`src/rtl/cv32e41s_rvfi_pkg.sv`:
```
// cv32e41s_rvfi_pkg: RVFI trap/interrupt info types and the trace record carried by the trace FIFO.
package cv32e41s_rvfi_pkg;

    localparam int TRACE_DROP_CNT_W = 16;

    typedef struct packed {
        logic       trap;
        logic       exception;
        logic [5:0] exception_cause;
        logic       debug;
        logic [2:0] debug_cause;
        logic [1:0] cause_type;
        logic       clicptr;
    } rvfi_trap_t;

    typedef struct packed {
        logic        intr;
        logic        exception;
        logic        interrupt;
        logic [10:0] cause;
    } rvfi_intr_t;

    typedef enum logic {
        TRACE_REC  = 1'b0,
        TRACE_DROP = 1'b1
    } rvfi_trace_kind_e;

    typedef struct packed {
        rvfi_trace_kind_e              kind;
        logic [63:0]                   order;
        logic [31:0]                   pc_rdata;
        logic [31:0]                   insn;
        rvfi_trap_t                    trap;
        rvfi_intr_t                    intr;
        logic [4:0]                    rd_addr;
        logic [31:0]                   rd_wdata;
        logic [TRACE_DROP_CNT_W-1:0]   drop_cnt;
    } rvfi_trace_rec_t;

endpackage

```
`src/rtl/cv32e41s_rvfi_trace_ram.sv`:
```
// cv32e41s_rvfi_trace_ram: trace record storage, one write port and a combinational read, data not reset.
module cv32e41s_rvfi_trace_ram
    import cv32e41s_rvfi_pkg::*;
#(
    parameter int DEPTH = 4
) (
    input  logic                     clk,
    input  logic                     we,
    input  logic [$clog2(DEPTH)-1:0] waddr,
    input  rvfi_trace_rec_t          wdata,
    input  logic [$clog2(DEPTH)-1:0] raddr,
    output rvfi_trace_rec_t          rdata
);

    rvfi_trace_rec_t mem [DEPTH];

    always_ff @(posedge clk) begin
        if (we) mem[waddr] <= wdata;
    end

    assign rdata = mem[raddr];

endmodule

```
`src/rtl/cv32e41s_rvfi_trace_fifo.sv`:
```
// cv32e41s_rvfi_trace_fifo: buffers RVFI retirements for a trace sink; never stalls the core,
// overflow drops are counted and reported by a single DROP marker once a slot frees.
module cv32e41s_rvfi_trace_fifo
    import cv32e41s_rvfi_pkg::*;
#(
    parameter int DEPTH = 4,
    parameter int CNT_W = TRACE_DROP_CNT_W
) (
    input  logic                     clk,
    input  logic                     rst_n,
    input  logic                     trace_en_i,
    input  logic                     flush_i,
    input  logic                     rvfi_valid_i,
    input  logic [63:0]              rvfi_order_i,
    input  logic [31:0]              rvfi_pc_rdata_i,
    input  logic [31:0]              rvfi_insn_i,
    input  rvfi_trap_t               rvfi_trap_i,
    input  rvfi_intr_t               rvfi_intr_i,
    input  logic [4:0]               rvfi_rd_addr_i,
    input  logic [31:0]              rvfi_rd_wdata_i,
    output logic                     trace_valid_o,
    input  logic                     trace_ready_i,
    output rvfi_trace_rec_t          trace_rec_o,
    output logic [$clog2(DEPTH):0]   fifo_level_o,
    output logic                     overflow_o
);

    localparam int AW = $clog2(DEPTH);
    localparam logic [0:0] CAPTURE  = 1'b0;
    localparam logic [0:0] DROPPING = 1'b1;

    logic [AW:0]      wptr, rptr;
    logic [0:0]       state;
    logic [CNT_W-1:0] drop_cnt, drop_sat;
    logic             full, empty, cap, pop, we;
    rvfi_trace_rec_t  wrec, rrec;

    // full/empty come from registered pointers only, so a pop never frees a slot for a same-cycle push
    assign full     = (wptr[AW] != rptr[AW]) && (wptr[AW-1:0] == rptr[AW-1:0]);
    assign empty    = wptr == rptr;
    assign cap      = rvfi_valid_i && trace_en_i;
    assign pop      = !flush_i && !empty && trace_ready_i;
    assign drop_sat = &drop_cnt ? drop_cnt : drop_cnt + CNT_W'(cap);
    assign we       = !flush_i && !full && (state == DROPPING || cap);

    always_comb begin
        wrec = '0;
        if (state == DROPPING) begin
            wrec.kind     = TRACE_DROP;
            wrec.drop_cnt = TRACE_DROP_CNT_W'(drop_sat);
        end else begin
            wrec.kind     = TRACE_REC;
            wrec.order    = rvfi_order_i;
            wrec.pc_rdata = rvfi_pc_rdata_i;
            wrec.insn     = rvfi_insn_i;
            wrec.trap     = rvfi_trap_i;
            wrec.intr     = rvfi_intr_i;
            wrec.rd_addr  = rvfi_rd_addr_i;
            wrec.rd_wdata = rvfi_rd_wdata_i;
        end
    end

    always_ff @(posedge clk or negedge rst_n) begin
        if (!rst_n) begin
            wptr       <= '0;
            rptr       <= '0;
            state      <= CAPTURE;
            drop_cnt   <= '0;
            overflow_o <= 1'b0;
        end else if (flush_i) begin
            wptr       <= '0;
            rptr       <= '0;
            state      <= CAPTURE;
            drop_cnt   <= '0;
            overflow_o <= 1'b0;
        end else begin
            if (we) wptr <= wptr + (AW+1)'(1);
            if (pop) rptr <= rptr + (AW+1)'(1);
            if (state == CAPTURE) begin
                if (cap && full) begin
                    drop_cnt   <= CNT_W'(1);
                    overflow_o <= 1'b1;
                    state      <= DROPPING;
                end
            end else if (full) begin
                drop_cnt <= drop_sat;
            end else begin
                drop_cnt <= '0;
                state    <= CAPTURE;
            end
        end
    end

    cv32e41s_rvfi_trace_ram #(
        .DEPTH (DEPTH)
    ) u_ram (
        .clk   (clk),
        .we    (we),
        .waddr (wptr[AW-1:0]),
        .wdata (wrec),
        .raddr (rptr[AW-1:0]),
        .rdata (rrec)
    );

    assign trace_valid_o = !empty;
    assign trace_rec_o   = empty ? '0 : rrec;
    assign fifo_level_o  = wptr - rptr;

    a_no_write_full: assert property (@(posedge clk) disable iff (!rst_n) we |-> !full);
    a_no_pop_empty:  assert property (@(posedge clk) disable iff (!rst_n) pop |-> !empty);
    a_level_bound:   assert property (@(posedge clk) disable iff (!rst_n) fifo_level_o <= (AW+1)'(DEPTH));

endmodule
```
`config.mk`:
```
export PLATFORM = sky130hd
export DESIGN_NAME = cv32e41s_rvfi_trace_fifo
export DESIGN_NICKNAME = d
export VERILOG_FILES = /design/src/rtl/cv32e41s_rvfi_pkg.sv /design/src/rtl/cv32e41s_rvfi_trace_ram.sv /design/src/rtl/cv32e41s_rvfi_trace_fifo.sv
export SDC_FILE = /design/constraint.sdc
export NUM_CORES = 1
export LEC_CHECK = 0
export CAP_MARGIN = 10
export CELL_PAD_IN_SITES_DETAIL_PLACEMENT = 2
export CELL_PAD_IN_SITES_GLOBAL_PLACEMENT = 2
export CORE_ASPECT_RATIO = 0.5
export CORE_MARGIN = 2
export CORE_UTILIZATION = 46
export DETAILED_ROUTE_END_ITERATION = 10
export PLACE_DENSITY_LB_ADDON = 0.25
export SLEW_MARGIN = 20
export SYNTH_ARGS = -nofsm -noshare
export SYNTH_HDL_FRONTEND = slang
export SYNTH_HIERARCHICAL = 1
export SYNTH_SLANG_ARGS = --single-unit
```
`constraint.sdc`:
```
create_clock -name clk -period 28.7 [get_ports clk]
set_clock_uncertainty 0.1 [all_clocks]
set_input_delay 4.305 -clock clk [delete_from_list [all_inputs] [get_ports clk]]
set_output_delay 4.305 -clock clk [all_outputs]
set_load 0.02 [all_outputs]
```
Word-level counts from Yosys, hierarchy flattened
Memories as Yosys holds them, arrays and structs flattened.
Cells that the tools add are included.
{"block": "totals", "input_bits": 200, "regBits": 24, "mem_count": 1, "ramBits": 844, "wordCells": 53}
{"name": "u_ram.mem", "depth": 4, "width": 211, "rd": 1, "rd_ports_with_merged_regs": 0, "write_ports": 1, "line_no": "cv32e41s_rvfi_trace_ram.sv:15", "rtl": "rvfi_trace_rec_t mem [DEPTH];"}
{"block": "op_classes", "n_eq_ne": 4, "addsub": 4, "n_mux": 22, "reduce_logical": 17}
{"operator": "211-bit 2-to-1 mux", "n": 1}
{"operator": "194-bit 2-to-1 mux", "n": 1}
{"operator": "16-bit 2-to-1 mux", "n": 6}
{"operator": "16-bit by 1-bit adder with 16-bit output", "n": 1}
{"operator": "16-bit AND reduction", "n": 1}
{"operator": "3-bit 2-to-1 mux", "n": 4}
{"operator": "1-bit 2-to-1 mux", "n": 10}
{"operator": "1-bit logical AND", "n": 7}
{"operator": "3-bit by 1-bit adder with 3-bit output, second input constant", "n": 2}
{"operator": "2-bit nonzero test", "n": 3}
{"operator": "3-bit == test", "n": 1}
{"operator": "1-bit zero test", "n": 3}
{"operator": "3-bit nonzero test", "n": 1}
{"operator": "3-bit subtractor", "n": 1}
{"operator": "2-bit == test", "n": 1}
{"operator": "2-bit inequality test, second input constant", "n": 1}
{"operator": "2-bit AND reduction", "n": 1}
{"operator": "1-bit logical OR", "n": 1}
{"operator": "1-bit inequality test", "n": 1}

Logic depth before layout (Yosys ltp)
{"block": "depth", "ltp_word": 7, "ltp_mapped": 7}

By module
Netlist, hierarchy kept.
{"mod": "cv32e41s_rvfi_trace_ram", "seq_area_each_um2": 25344.3, "area_per_inst_um2": 30684.4, "instances": 1, "cells_per_inst": 1106}
{"mod": "cv32e41s_rvfi_trace_fifo", "seq_area_each_um2": 600.6, "area_per_inst_um2": 4556.9, "instances": 1, "cells_per_inst": 681}

Least setup slack after synthesis
OpenSTA, ideal clock, no wires.
{"block": "synth_timing", "path_kind": "in2reg", "start": "in flush_i", "end": "mem u_ram/mem[0][0] (netlist name) (enable)", "arrival_time_ps": 20305, "setup_time_ps": 1088, "cell_stages": 3, "t_required_ps": 27512, "path_slack_ps": 7207, "path_cell_list": "clkbuf_1 > a211oi_1 > nor3b_1"}
{"block": "synth_between", "elab_chain_cells": 5}
{"element": "from (decl)", "line_no": "cv32e41s_rvfi_trace_fifo.sv:12", "rtl": "input logic flush_i,"}
{"element": "1-bit zero test", "line_no": "cv32e41s_rvfi_trace_fifo.sv:44", "rtl": "assign we = !flush_i && !full && (state == DROPPING || cap);"}
{"element": "1-bit logical AND (2 in a row)", "line_no": "cv32e41s_rvfi_trace_fifo.sv:44"}
{"element": "net we", "line_no": "cv32e41s_rvfi_trace_fifo.sv:35", "rtl": "logic full, empty, cap, pop, we;"}
{"element": "1-bit 2-to-1 mux", "line_no": "cv32e41s_rvfi_trace_ram.sv:18", "rtl": "if (we) mem[waddr] <= wdata;"}
{"element": "1-bit 2-to-1 mux (not written as such)", "line_no": "cv32e41s_rvfi_trace_ram.sv:18"}
{"element": "to (decl)", "line_no": "cv32e41s_rvfi_trace_ram.sv:15"}
The timed path passes the listed nets, and every way through them passes these cells.

==> run summary <==
number of DRC violations after detailed-routing iteration 0 -> 1373
1st-pass router iterations -> 5
EDFF count, synth -> 844
Seq/Total Area, Yosys -> 0.736
clock slew at reported path FFs -> 60 ps
WS Path Type -> reg -> out
Min-Delay Endpoint -> wptr[2]$_DFFE_PN0P_
Post-DP HPWL -> 59600 um
Post-Synthesis Cells -> 1787
Final Cycle Share -> 0.344
Clock Latency Late Sink -> 630 ps
Critical Path Start Type -> flip-flop
vias in the first global route -> 20.6k
Worst Hold Class -> reg -> reg
Yosys top cell by area -> edfxtp_1
Multi-input gate area -> 8510 um^2
crit path DAT -> 5470 ps
pins over their slew limit -> 0
top_reg_cell synth -> edfxtp_1
Hold Path Origin -> wptr[2]$_DFFE_PN0P_
reg-to-reg critical path startpoint -> rptr[1]$_DFFE_PN0P_
Worst R2R End -> u_ram/mem[2][21]$_DFFE_PP_
netlist area before placement -> 35200 um^2
CTS resizes -> 0
H-tree depth -> 3
core area -> 75500 um^2
initial antenna violation count -> 10
max_cap viols -> 0
worst vdd ir -> 0.0456 mV
die area -> 79000 um^2
Area contributors post-synth -> edfxtp_1 72%, mux4_2 13%, and2_1 3.8%
gr usage total -> 0.250
Rows -> 71
TNS Setup -> 0 ps
initial core utilization -> 0.467
first-pass GRT wire length -> 144000 um
Remaining DRCs -> 0
Max Freq -> 101 MHz
CTS tree -> built
CTS Hold Buffers Added -> 0
Via Count -> 18.5k
drt total wl -> 101000 um
Filler Cells Inserted -> 6426
DR vias/cell -> 5.62
port bufs -> 415
post-layout minimum cycle time -> 9870 ps
Largest stage delay, worst path -> 1030 ps
Final ANT Viol Nets -> 0
Clock Sinks -> 868
number of distinct library cells after synthesis -> 49
Hold Crit Depth -> 1
postcts setup bufs -> 0
total power per unit cell area -> 71.4 nW/um^2
Final nets -> 2405
Tightest Pin Transition -> 1080 ps
r2r setup slk -> 22130 ps
asr flop ratio synth -> 0.0276
GPL Wtd Cong -> 0.780
Die Wd -> 395 um
Synth top area share -> 0.719
Synth-to-Final Area Change -> 21.0%
# IOs -> 416
Worst R2R Path Depth -> 8
Routed WL per cell -> 30.7 um
final hold viol count -> 0
crit path cell chain -> inv_1 -> ha_1 -> and2_1 -> nand2_4 -> buf_4 -> buf_4 -> and2_1 -> clkdlybuf4s50_1
average cell area after synthesis -> 19.7 um^2
syn_nets -> 1994
layout cells sized above 1 -> 0.158
Sequential Area -> 26000 um^2
total CTS buffers -> 77
CP top delay family -> buffers and inverters
utilization after layout -> 0.565
slowest CP cell -> dfrtp_4
Critical Path Fanout Max -> 91
commonest cells in the synthesized netlist -> 844 x edfxtp_1, 216 x and2_1, 211 x mux4_2, 194 x nor2b_1, 54 x clkbuf_1
Leak Pwr -> 13.4 nW
status -> completed
yosys warns -> 6
Die Span Y -> 200 um
Slew Limit Headroom -> 0.278
Worst setup EP type -> primary output
CTS root buffer -> clkbuf_16
top-count cell post-synth -> edfxtp_1
Clock Path Buffers -> 3
Bufs and invs on worst path -> 4
Critical Path RT -> 24290 ps
largest net degree at the start of global routing -> 140
RSZ-0062 raised after global routing -> false
endpoints failing setup -> 0
Yosys reg bits -> 868
grt ovf -> 0
-- cell usage in the layout (no fill, tap or decap), types with 3 or more instances in the layout --
cell             count
or4_1                4
buf_4               19
o21ai_0             20
dfrtp_1             21
or3_1               10
inv_1               14
a31oi_1             11
bufinv_16            6
ha_1                 6
mux4_2             211
clkbuf_16           81
and4_1               5
xor2_1               3
clkbuf_1            15
clkinv_2            16
nor3_1               7
buf_12               4
nor2b_1            194
clkinv_1            13
diode_2             12
nand2_1             17
and2_1             216
xnor2_1              3
clkdlybuf4s50_1    415
o211ai_1             6
o31a_1               5
a211oi_1             3
nand3_1             11
nand4_1              7
dfrtp_4              3
a21oi_1             22
edfxtp_1           844
nor2_1               9
-- cells by family after synthesis --
group | share of synthesized area
flip-flops | 0.736
AND/OR/NAND/NOR | 0.0865
multiplexers | 0.135
buffers and inverters | 0.0238
AO/OA/AOI/OAI | 0.0139
adder cells (fa/ha/maj) | 0.00270
XOR/XNOR | 0.00149
-- per-layer routing --
layer | wire length [um] | share of wire | global-route usage
met3 | 2870 | 0.028 | 0.0298
met2 | 56100 | 0.55 | 0.467
met5 | 0 | 0 | 0
met1 | 38700 | 0.38 | 0.297
met4 | 3450 | 0.034 | 0.101
-- worst max path at each step --
stage / slack (ps) / startpoint / to / cells past startpoint
after floorplan: 7210 / flush_i / u_ram/mem[0][0]$_DFFE_PP_ / 3
final: 18830 / rptr[1]$_DFFE_PN0P_ / trace_rec_o[153] / 8
after global placement: 18940 / flush_i / u_ram/mem[2][23]$_DFFE_PP_ / 6
after detailed placement: 18840 / flush_i / u_ram/mem[2][21]$_DFFE_PP_ / 6
after global routing: 18480 / rptr[1]$_DFFE_PN0P_ / trace_rec_o[153] / 8
after CTS: 18720 / rptr[1]$_DFFE_PN0P_ / trace_rec_o[153] / 8
-- flip-flops by register name, indices dropped and copies added (netlist names) --
name and cells:
state 1, drop_cnt 16, overflow_o 1, rptr 3
wptr 3, u_ram/mem 844
-- worst register-to-register path: stages, from the launching register on --
cell and delay (ps):
dfrtp_4 1030, inv_1 150, ha_1 330, and2_1 210, a211oi_1 750, and3b_4 860
buf_4 790, buf_4 930, buf_4 960
-- through the flow --
stage | power [mW] | hold WS (ps) | std cells | area [um^2] | worst slack, ps
after global routing | 3.14 | 503 | 3287 | 42600 | 18480
after floorplan | 1.79 | 389 | 1787 | 35200 | 7210
after global placement | 2.00 | 416 | 3141 | 40200 | 18940
final | 3.05 | 472 | 3287 | 42600 | 18830
after detailed placement | 2.02 | 439 | 3141 | 40200 | 18840
after CTS | 3.07 | 472 | 3275 | 42600 | 18720
-- area by class of cell --
| class | count | share of cell area |
|---|---|---|
| Clock inverter | 37 | 0.00769 |
| Tap cell | 1022 | 0.0300 |
| Sequential cell | 868 | 0.609 |
| Multi-Input combinational cell | 799 | 0.200 |
| Timing Repair Buffer | 438 | 0.103 |
| Clock buffer | 97 | 0.0492 |
| Antenna cell | 12 | 0.000704 |
| Inverter | 14 | 0.00123 |
-- power by group --
part           internal, mW  switching, mW
combinational         0.273          0.301
clock                 0.572          0.480
sequential             1.41         0.0129
total                  2.25          0.794
Power figures use the tool's default switching activity.
